--- src/rtl/atomrvcore_pkg.sv ---
// Shared atomRVCORE definitions: load funct3 encodings and their legality check.
package atomrvcore_pkg;

  localparam logic [2:0] LB  = 3'b000;
  localparam logic [2:0] LH  = 3'b001;
  localparam logic [2:0] LW  = 3'b010;
  localparam logic [2:0] LBU = 3'b100;
  localparam logic [2:0] LHU = 3'b101;

  // Encodings that are not a defined load width.
  function automatic logic f3_illegal(input logic [2:0] f3);
    return (f3 == 3'b011) || (f3 == 3'b110) || (f3 == 3'b111);
  endfunction

endpackage

--- src/rtl/atomrvcore_load_align.sv ---
// Combinational load aligner: picks the addressed byte/half from a word-aligned
// read, sign/zero-extends it, and flags misaligned or undefined loads.
module atomrvcore_load_align
  import atomrvcore_pkg::*;
#(
  parameter int unsigned DATAWIDTH = 32
) (
  input  logic [DATAWIDTH-1:0] dt,
  input  logic [2:0]           funct3,
  input  logic [1:0]           offset,
  output logic [DATAWIDTH-1:0] data,
  output logic                 err
);

  logic [7:0]  ld_byte;
  logic [15:0] ld_half;

  assign ld_byte = dt[{offset, 3'b000} +: 8];
  assign ld_half = dt[{offset[1], 4'b0000} +: 16];

  // Width selection and extension; LW and undefined encodings pass the word.
  always_comb begin
    data = dt;
    case (funct3)
      LB:      data = {{(DATAWIDTH-8){ld_byte[7]}}, ld_byte};
      LBU:     data = {{(DATAWIDTH-8){1'b0}}, ld_byte};
      LH:      data = {{(DATAWIDTH-16){ld_half[15]}}, ld_half};
      LHU:     data = {{(DATAWIDTH-16){1'b0}}, ld_half};
      default: data = dt;
    endcase
  end

  // Half loads need an even offset, word loads need offset zero.
  always_comb begin
    err = f3_illegal(funct3)
        | (((funct3 == LH) || (funct3 == LHU)) & offset[0])
        | ((funct3 == LW) & (offset != 2'b00));
  end

endmodule

--- src/rtl/atomrvcore_writeback.sv ---
// atomRVCORE writeback stage: aligns loads from the DCCM stage, selects the
// result, forwards it combinationally and registers the register-file write.
module atomrvcore_writeback
  import atomrvcore_pkg::*;
#(
  parameter int unsigned DATAWIDTH        = 32,
  parameter int unsigned REG_ADRESS_WIDTH = 5,
  parameter int unsigned CNTWIDTH         = 64
) (
  input  logic                        clk_i,
  input  logic                        rst_ni,
  input  logic                        valid_i,
  input  logic                        flush_i,
  input  logic                        is_load_i,
  input  logic [2:0]                  ld_funct3_i,
  input  logic [1:0]                  ld_offset_i,
  input  logic                        dccm_rwr_en_i,
  input  logic [REG_ADRESS_WIDTH-1:0] dccm_rd_i,
  input  logic [DATAWIDTH-1:0]        dccm_wr_i,
  input  logic [DATAWIDTH-1:0]        dccm_dt_i,
  output logic                        fwd_valid_o,
  output logic [REG_ADRESS_WIDTH-1:0] fwd_rd_o,
  output logic [DATAWIDTH-1:0]        fwd_data_o,
  output logic                        rf_we_o,
  output logic [REG_ADRESS_WIDTH-1:0] rf_waddr_o,
  output logic [DATAWIDTH-1:0]        rf_wdata_o,
  output logic                        ld_err_o,
  output logic [CNTWIDTH-1:0]         instret_o
);

  logic                 v1;
  logic                 ld1;
  logic [2:0]           f3_1;
  logic [1:0]           off1;
  logic [DATAWIDTH-1:0] ld_data;
  logic                 ld_bad;
  logic                 err;
  logic                 we;
  logic [DATAWIDTH-1:0] wd;

  // Sideband capture so load type/offset line up with the DCCM stage outputs.
  always_ff @(posedge clk_i or negedge rst_ni) begin
    if (!rst_ni) begin
      v1   <= 1'b0;
      ld1  <= 1'b0;
      f3_1 <= '0;
      off1 <= '0;
    end else begin
      v1   <= valid_i & ~flush_i;
      ld1  <= is_load_i;
      f3_1 <= ld_funct3_i;
      off1 <= ld_offset_i;
    end
  end

  atomrvcore_load_align #(
    .DATAWIDTH (DATAWIDTH)
  ) u_load_align (
    .dt     (dccm_dt_i),
    .funct3 (f3_1),
    .offset (off1),
    .data   (ld_data),
    .err    (ld_bad)
  );

  // Result select and write qualification for the instruction now in S+1.
  always_comb begin
    err = v1 & ld1 & ld_bad;
    wd  = ld1 ? ld_data : dccm_wr_i;
    we  = v1 & dccm_rwr_en_i & (dccm_rd_i != '0) & ~err;
  end

  assign fwd_valid_o = we;
  assign fwd_rd_o    = dccm_rd_i;
  assign fwd_data_o  = wd;

  // Register-file write port and error pulse.
  always_ff @(posedge clk_i or negedge rst_ni) begin
    if (!rst_ni) begin
      rf_we_o    <= 1'b0;
      rf_waddr_o <= '0;
      rf_wdata_o <= '0;
      ld_err_o   <= 1'b0;
    end else begin
      rf_we_o    <= we;
      rf_waddr_o <= dccm_rd_i;
      rf_wdata_o <= wd;
      ld_err_o   <= err;
    end
  end

  // Retired-instruction counter: every valid, non-errored instruction counts.
  always_ff @(posedge clk_i or negedge rst_ni) begin
    if (!rst_ni) begin
      instret_o <= '0;
    end else if (v1 & ~err) begin
      instret_o <= instret_o + CNTWIDTH'(1);
    end
  end

endmodule

--- config.mk ---
export PLATFORM = sky130hd
export DESIGN_NAME = atomrvcore_writeback
export DESIGN_NICKNAME = d
export VERILOG_FILES = /design/src/rtl/atomrvcore_pkg.sv /design/src/rtl/atomrvcore_load_align.sv /design/src/rtl/atomrvcore_writeback.sv
export SDC_FILE = /design/constraint.sdc
export NUM_CORES = 1
export LEC_CHECK = 0
export ABC_AREA = 1
export CAP_MARGIN = 25
export CORE_ASPECT_RATIO = 0.7
export CORE_MARGIN = 8
export CORE_UTILIZATION = 44
export CTS_CLUSTER_SIZE = 16
export DETAILED_ROUTE_END_ITERATION = 6
export GPL_TIMING_DRIVEN = 0
export PLACE_DENSITY = 0.8
export SYNTH_ARGS = -nofsm -noshare
export SYNTH_HDL_FRONTEND = slang
export SYNTH_SLANG_ARGS = --single-unit
--- constraint.sdc ---
create_clock -name clk_i -period 5.02 [get_ports clk_i]
set_clock_uncertainty 0.2 [all_clocks]
set_input_delay 0.502 -clock clk_i [delete_from_list [all_inputs] [get_ports clk_i]]
set_output_delay 0.502 -clock clk_i [all_outputs]
set_load 0.05 [all_outputs]
# --- Word level (Yosys, flattened, before mapping) ---
# Cells that the tools add are included.
word_totals:
  register_bits: 110
  inputBits: 80
  out_inout_bits: 141
  word_cells: 40
classes:
  n_addsub: 1
  n_eq_ne: 7
  shift: 2
  muxes: 2
  n_bitwise: 13
  reduce_logical: 6
op_table:
  columns: ["op", "n"]
  rows:
  - ["one-hot mux 32 bit (4 select lines)", 1]
  - ["adder 64 x 1 -> 64 bit (second input constant)", 1]
  - ["2-to-1 mux 32 bit", 1]
  - ["variable part select 32 x 6 -> 16 bit", 1]
  - ["variable part select 32 x 6 -> 8 bit", 1]
  - ["equality test 3 bit (second input constant)", 4]
  - ["bitwise AND 1 bit", 9]
  - ["equality test 3 x 2 -> 1 bit (second input constant)", 2]
  - ["nonzero test 5 bit", 1]
  - ["equality test 3 x 1 -> 1 bit (second input constant)", 1]
  - ["logical NOT 3 bit", 1]
  - ["logical OR 1 bit", 3]
  - ["inverter 1 bit", 2]
  - ["OR 1 bit", 2]
  - ["nonzero test 2 bit", 1]

# --- Logic depth before layout (Yosys ltp) ---
depth:
  ltp_word: 8
  mapped_depth: 11

# --- Modules after synthesis ---
# Synthesis repeated with hierarchy kept, for this count alone.
hier_totals:
  hier_cells: 761
  hier_area_um2: 6244.7
by_module_without_submodules:
  columns: ["mod", "instances", "cells_each", "area_per_inst_um2", "seq_area_each_um2"]
  rows:
  - ["atomrvcore_writeback", 1, 578, 5405.2, 2752.6]
  - ["atomrvcore_load_align", 1, 183, 839.6, 0.0]

# --- Least setup slack after synthesis ---
# Ideal clock, no wire load.
synth_path:
  kind: "register to output"
  start: "register f3_1[1]"
  end: "output port fwd_valid_o"
  arrival_ns: 1.903
  required_time_ns: 4.318
  path_slack_ns: 2.415
  stages_incl_launch_ff: 8
  path_cell_list: "dfrtp_1 -> buf_2 -> nand2_1 -> nand2_1 -> a21boi_2 -> buf_2 -> nand2_1 -> a21oi_1"
synth_between:
  elab_chain_len: 8
  word_cells_on_any_way: 16
  cone_classes: "eq/ne (6); bitwise (7); reduce/logical (3)"
synth_lines:
  columns: ["item", "line_no", "rtl"]
  rows:
  - ["start: declaration", "atomrvcore_writeback.sv:33", "logic [2:0] f3_1;"]
  - ["start signal: assignment", "atomrvcore_writeback.sv:51", "f3_1 <= ld_funct3_i;"]
  - ["equality test 3 x 1 -> 1 bit, or another cell as far along", "atomrvcore_load_align.sv:36", "| (((funct3 == LH) || (funct3 == LHU)) & offset[0])"]
  - ["logical OR 1 bit (on tied branches)", "atomrvcore_load_align.sv:36, atomrvcore_pkg.sv:12", null]
  - ["bitwise AND 1 bit / logical OR 1 bit (equally long branches)", "atomrvcore_load_align.sv:36, atomrvcore_pkg.sv:12", null]
  - ["OR 1 bit", "atomrvcore_load_align.sv:36", null]
  - ["OR 1 bit *", "atomrvcore_load_align.sv:37", "| ((funct3 == LW) & (offset != 2'b00));"]
  - ["bitwise AND 1 bit *", "atomrvcore_writeback.sv:68", "err = v1 & ld1 & ld_bad;"]
  - ["inverter 1 bit *", "atomrvcore_writeback.sv:70", "we = v1 & dccm_rwr_en_i & (dccm_rd_i != '0) & ~err;"]
  - ["bitwise AND 1 bit *", "atomrvcore_writeback.sv:70", null]
  - ["end: declaration", "atomrvcore_writeback.sv:21", "output logic fwd_valid_o,"]
# Mark *: on every way between the ends. The rest lies on a longest branch, timed or not.

# --- Final worst setup path ---
layout_path:
  start: "register f3_1[1]"
  end: "output port fwd_data_o[20]"
layout_between:
  elab_chain_len: 3
  word_cells_on_any_way: 6
  cone_classes: "eq/ne (3); mux (2); reduce/logical (1)"
layout_lines:
  columns: ["item", "line_no", "rtl"]
  rows:
  - ["equality test 3 bit, or another cell as far along", "atomrvcore_load_align.sv:24", "case (funct3)"]
  - ["one-hot mux 32 bit (4 select lines) *", "atomrvcore_load_align.sv:24", null]
  - ["2-to-1 mux 32 bit *", "atomrvcore_writeback.sv:69", "wd = ld1 ? ld_data : dccm_wr_i;"]
  - ["end: declaration", "atomrvcore_writeback.sv:23", "output logic [DATAWIDTH-1:0] fwd_data_o,"]
# Marks and branches as above.

==> results.py <==
metrics = {
    "floorplanning": {
        "chipWidth_um": 156,
        "die_y_um": 114,
        "io_pins": 221,
        "rows": 35,
        "initial_core_util": 0.454,
        "die_area_um2": 17700,
        "core_um2": 13200,
    },
    "finish": {
        "antenna_cells": 0,
        "area_growth_pct": 46.3,
        "instances_no_fill": 1214,
        "drive_gt1_frac": 0.0632,
        "fin_nets": 1105,
    },
    "clocking": {
        "cts_setup_buffers": 0,
        "clock_sinks": 110,
        "clockBufferDepth": 2,
        "htreeDepth": 3,
        "hold_buffers": 1,
        "clkTransAtPathRegs_ns": 0.08,
        "cts_buffers": 9,
        "cts_resized": 0,
        "cts_tree": "done",
        "clock_latency_ns": 0.35,
        "root_buffer": "clkbuf_16",
    },
    "synthesis": {
        "yosys_warnings": 0,
        "ys_ff_latch": 110,
        "synthTopCellsByCount": "nand2_1, dfrtp_1, nor2_1",
        "syn-cell-area_um2": 6000,
        "synth_nets": 872,
        "synth_flop_cell": "dfrtp_1",
        "ys_types": 40,
        "yosys-top-cells-area": "dfrtp_1, nand2_1, nor2_1",
        "yosysSeqAreaShare": 0.459,
        "synth-async-reset-ratio": 1.00,
        "netlist_instances": 791,
        "synth_top_area_frac": 0.459,
        "synth_most_common_cell": "nand2_1",
        "syn_avg_cell_area_um2": 7.58,
        "yosys.area.top_type": "dfrtp_1",
        "synth_edf_count": 0,
    },
    "detailed_routing": {
        "dr.first_iter.drc_count": 615,
        "firstDrtPassIters": 5,
        "vias": 6300,
        "antenna_left": 0,
        "vias_per_cell": 5.19,
        "drc": 0,
        "routed_wirelength_um": 22800,
        "wl_per_cell_um": 18.8,
    },
    "placed_design": {
        "gp_congestion": 0.977,
        "dpl.hpwl_um": 18800,
        "io_buffers": 220,
        "dp.cells": 1197,
        "dp_slack_ns": 1.48,
    },
    "worst_setup_path": {
        "worstPathArrival_ns": 2.91,
        "path_cells": "nor2_2, nand2_1, inv_2, nand2_1, o21ai_2, nand2_2, buf_4, nand3_1, o21ai_0, inv_1, clkdlybuf4s50_1",
        "crit_path_top_delay_cell": "clkdlybuf4s50_1",
        "critPathCaptureType": "output port",
        "worst_setup_path_start_kind": "flop",
        "critPathMaxFanout": 10,
        "required_ns": 4.32,
        "path_class": "flop to output port",
        "critPathMostFrequentCell": "nand2_1",
        "max_stage_delay_ns": 0.83,
    },
    "global_route": {
        "grt_pass1_wl_um": 34600,
        "antenna_found_initial": 0,
        "grt_usage": 0.256,
        "grt_pass1_vias": 5854,
        "grt_overflow": 0,
        "grt_max_degree": 70,
    },
    "pwr": {
        "leakage_nw": 3.77,
        "powerDensity_nw_per_um2": 272,
        "vdd_drop_max_mv": 0.264,
    },
    "job": {
        "cap_violations": 0,
    },
    "sta": {
        "hold_viol": 0,
        "setup_viol": 0,
        "min_period_over_period": 0.720,
        "rsz0062_at_grt": "no",
        "finalWorstSetupSlack_ns": 1.40,
        "report.final.slew_viol_count": 0,
        "slew_headroom": 0.605,
        "fin_crit_ns": 3.62,
        "tightest_slew_ns": 0.591,
        "fmax_ghz": 0.277,
    },
    "outcome": {
        "status": "complete, no violations",
    },
    "hold_path": {
        "hold_path.class": "flop to flop",
    },
}
sequential cells by signal, indices dropped and copies added (netlist names):
name and flops:
f3_1 3, ld_err_o 1, rf_we_o 1, rf_wdata_o 32, ld1 1, instret_o 64, v1 1, rf_waddr_o 5
off1 2
layout make-up:
| cell class | instances | area, um^2 |
|---|---|---|
| fill | 1186 | 4450 |
| multi-input combinational | 580 | 2810 |
| buffer | 25 | 148 |
| tap | 185 | 231 |
| clock buffer | 11 | 243 |
| timing repair buffer | 222 | 2240 |
| clock inverter | 5 | 65.1 |
| inverter | 76 | 285 |
| sequential | 110 | 2750 |
placed cells by master, fill, tap and decap left out, types with 3 or more instances in the layout:
cell             synthesis  layout
buf_4                   10      11
dfrtp_1                110     110
nand3_1                 56      56
nor2_4                   3       3
clkdlybuf4s50_1          0     219
buf_2                    7       7
o21ai_1                  5       5
nand3b_1                 5       5
inv_1                   74      74
o21ai_0                 39      39
nand4_1                 30      30
clkbuf_16                0       9
nand2_1                224     224
o221ai_1                 3       3
xor2_1                  24      24
nor2_2                  20      20
clkbuf_1                 6       7
a21oi_1                 28      28
xnor2_1                 16      16
nor3_1                   8       8
nor2_1                  98      98
metal layers:
metal | GRT usage | up-vias | wire, um
li1 | - | 3010 | -
met1 | 0.376 | 2943 | 10500
met2 | 0.358 | 330 | 9290
met3 | 0.0835 | 17 | 2710
met4 | 0.0522 | 0 | 273
met5 | 0 | - | 0
worst paths after layout:
kind / depth (start not counted) / startpoint / slack (ns) / end
max: 11 / f3_1[1] / 1.40 / fwd_data_o[20]
min: 2 / instret_o[62] / 0.32 / instret_o[62]
max reg2reg: 9 / instret_o[1] / 2.81 / instret_o[40]
min reg2reg: 2 / instret_o[62] / 0.32 / instret_o[62]
max in group asynchronous: 3 / rst_ni / 3.38 / instret_o[36]
min in group asynchronous: 2 / rst_ni / 0.50 / rf_wdata_o[6]
report_power, final:
part	switching (W)	leakage (nW)	total, W	internal [W]
clock network	0.000341	0.151	0.000748	0.000407
registers	0.0000326	1.43	0.000967	0.000934
logic	0.000443	2.19	0.000674	0.000231
logic make-up after synthesis:
logic type / count (synthesis) / synth area share
adder cells (fa/ha/maj): 1 / 0.00209
AO/OA/AOI/OAI: 84 / 0.0763
flip-flops: 110 / 0.459
AND/OR/NAND/NOR: 455 / 0.332
buffers and inverters: 101 / 0.0722
XOR/XNOR: 40 / 0.0584
worst max-delay path: cells and delay by family (launching register included):
family,cells,cell delay (ns)
buffers and inverters,4,1.29
AOI/OAI and AO/OA,2,0.18
DFF,1,0.40
and+or+nand+nor,5,0.68
stage by stage:
stage | TNS (ns) | util | instance area [um^2] | hold WS [ns] | power [W]
final | 0 | 0.663 | 8770 | 0.317 | 0.00239
after global routing | 0 | 0.663 | 8770 | 0.354 | 0.00249
after CTS | 0 | 0.663 | 8770 | 0.326 | 0.00241
after detailed placement | 0 | 0.639 | 8460 | 0.295 | 0.00166
after global placement | -113.64 | 0.638 | 8430 | 0.284 | 0.00165
after floorplan | 0 | - | 6000 | 0.00641 | 0.00137
No activity file was read; power rests on OpenSTA's default activity.
==> RTL change (config.mk and constraints unchanged) <==
Change the parameter `REG_ADRESS_WIDTH` from 5 to 7.
--- a/src/rtl/atomrvcore_writeback.sv
+++ b/src/rtl/atomrvcore_writeback.sv
@@ -5,5 +5,5 @@
 #(
   parameter int unsigned DATAWIDTH        = 32,
-  parameter int unsigned REG_ADRESS_WIDTH = 5,
+  parameter int unsigned REG_ADRESS_WIDTH = 7,
   parameter int unsigned CNTWIDTH         = 64
 ) (
Interface: changed (resized dccm_rd_i, fwd_rd_o and rf_waddr_o); port bits go from 221 to 227. No check against the original RTL was run, so the function may have changed too.
==> RTL change against the original RTL <==
Synthesized cell count is 1.9% higher; global-route usage is 0.060 points higher; area after synthesis is 1.8% higher; largest cell class unchanged; highest routed layer unchanged; total power is 0.38% higher; cell count is 2.1% higher; combinational power is 3% higher; routed wire length is 0.98% higher; setup slack worse by 0.24 ns; final area is 1.9% higher; sequential cell count is 2 higher.
==> RTL change: results (changes against the original RTL) <==
critPathMaxStageDelay_ns: 0.81  # -0.02 ns
cp.arrival_ns: 3.15  # +0.24 ns
top_routing_layer_in_use: "met4"
nNetsFinal: 1128  # +2.1%
synth.distinct_cells: 42  # +5.0%
irDropWorstVdd_uv: 192  # -27%
register_to_register_setup_slack_ns: 2.75  # -0.06 ns
synth_nets: 889  # +1.9%
crit_fanout: 10  # unchanged
hold_slack_ns: 0.316  # -0.000809 ns
reg.largest.list: "instret_o x64, rf_wdata_o x32, rf_waddr_o x7"
antenna_found_initial: 0  # unchanged
holdCritPathClass: "register to register"
status: "finished clean"
clk_latency_ns: 0.35  # about the same
drtIter0Drc: 565  # -8.1%
ys_async_sr_fraction: 1.00  # unchanged
post_cts.repair.setup_buffers: 0  # unchanged
num_vias: 6372  # +1.1%
detailedPlacementHpwl_mm: 18.8  # +0.22%
ctsRootBufferMaster: "clkbuf_16"
route.final.wire_length_mm: 23.0  # +0.98%
pin_count_of_the_biggest_net_entering_global_routing: 75  # +7.1%
number_of_global_route_vias_before_repair: 6131  # +4.7%
layout-drive-gt1-share: 0.0638  # +0.000641
first_pass_grt_wire_length_mm: 35.4  # +2.3%
gr-usage-all-layers: 0.257  # +0.000600
met3RoutedLength_mm: 2.43  # -11%
synth_top_cells_by_count: "225 x nand2_1, 112 x dfrtp_1, 104 x nor2_1, 80 x inv_1, 57 x nand3_1"
ys_top_cells_by_area: "dfrtp_1 46%, nand2_1 14%, nor2_1 6.4%"
routabilityCongestion: 0.988  # +1.1%
placement.io_buffers: 226  # +2.7%
wl_met1_mm: 10.4  # -0.83%
cts-buffers-inserted: 9  # unchanged
fillers: 1191  # +0.42%
synth-seq-area-share: 0.459  # about the same
tightest_slew_ns: 0.569  # -0.0218 ns
firstDrtPassIters: 5  # unchanged
synth-warning-count: 0  # unchanged
dp_area_um2: 8640  # +2.1%
total_leakage_power_nw: 3.88  # +3.0%
rr_worst_depth: 9  # unchanged
dr_wl_met2_mm: 9.83  # +5.8%
[RTL change: what timing repair did]
action | in CTS | in global routing
resized for setup | 0 | 0
hold endpoints to repair | 38 | 0
hold buffers | 1 | 0
[RTL change: worst paths after layout]
kind | from | endpoint
worst max register to register | instret_o[1] | instret_o[42]
worst min register to register | instret_o[62] | instret_o[62]
worst min-delay path | instret_o[62] | instret_o[62]
min in group asynchronous | rst_ni | rf_wdata_o[16]
max in group asynchronous | rst_ni | instret_o[59]
worst max-delay path | ld1 | fwd_data_o[5]
[RTL change: logic make-up (layout without fill, tap and decap cells)]
| group | after synthesis | after routing | share of synthesized area |
|---|---|---|---|
| xor+xnor | 40 | 40 | 0.0574 |
| fa+ha+maj | 1 | 1 | 0.00205 |
| simple gates | 461 | 461 | 0.329 |
| buf+inv | 109 | 353 | 0.0781 |
| flops | 112 | 112 | 0.459 |
| compound gates | 83 | 83 | 0.0742 |
[RTL change: per-stage QoR]
| stage | util | setup TNS (ns) | worst slack (ns) | power (mW) | cells |
|---|---|---|---|---|---|
| 6_report | 0.651 | 0 | 1.17 | 2.40 | 1240 |
| 5_1_grt | 0.651 | 0 | 1.02 | 2.48 | 1240 |
| 4_1_cts | 0.651 | 0 | 1.18 | 2.41 | 1240 |
| 3_5_place_dp | 0.629 | 0 | 1.46 | 1.70 | 1223 |
| 3_3_place_gp | 0.627 | -121.85 | -1.10 | 1.69 | 1222 |
| 2_1_floorplan | - | 0 | 2.74 | 1.40 | 806 |
[RTL change: area by class of cell]
| type | count | area share |
|---|---|---|
| Sequential cell | 112 | 0.314 |
| Multi-Input combinational cell | 585 | 0.316 |
| Clock buffer | 12 | 0.0287 |
| Tap cell | 190 | 0.0266 |
| Buffer | 27 | 0.0189 |
| Clock inverter | 4 | 0.00420 |
| Timing Repair Buffer | 228 | 0.257 |
| Inverter | 82 | 0.0344 |
[RTL change: power by group]
group          switching [mW]  internal, mW
Combinational           0.456         0.236
Clock                   0.345         0.371
Sequential             0.0390         0.951
Total                   0.840          1.56
[RTL change: worst register-to-register path: stages, from the launching register on]
cell and delay [ns]:
dfrtp_1 0.45, ha_1 0.18, inv_1 0.05, nor2_2 0.17
nand2_2 0.14, nor2_1 0.18, nand2_1 0.12, nor2_1 0.38
nand2_1 0.13, xnor2_1 0.15
[RTL change: metal layers]
layer	up-vias	global-route usage
li1	3048	-
met5	-	0
met2	301	0.381
met4	0	0.0530
met3	24	0.0743
met1	2999	0.364
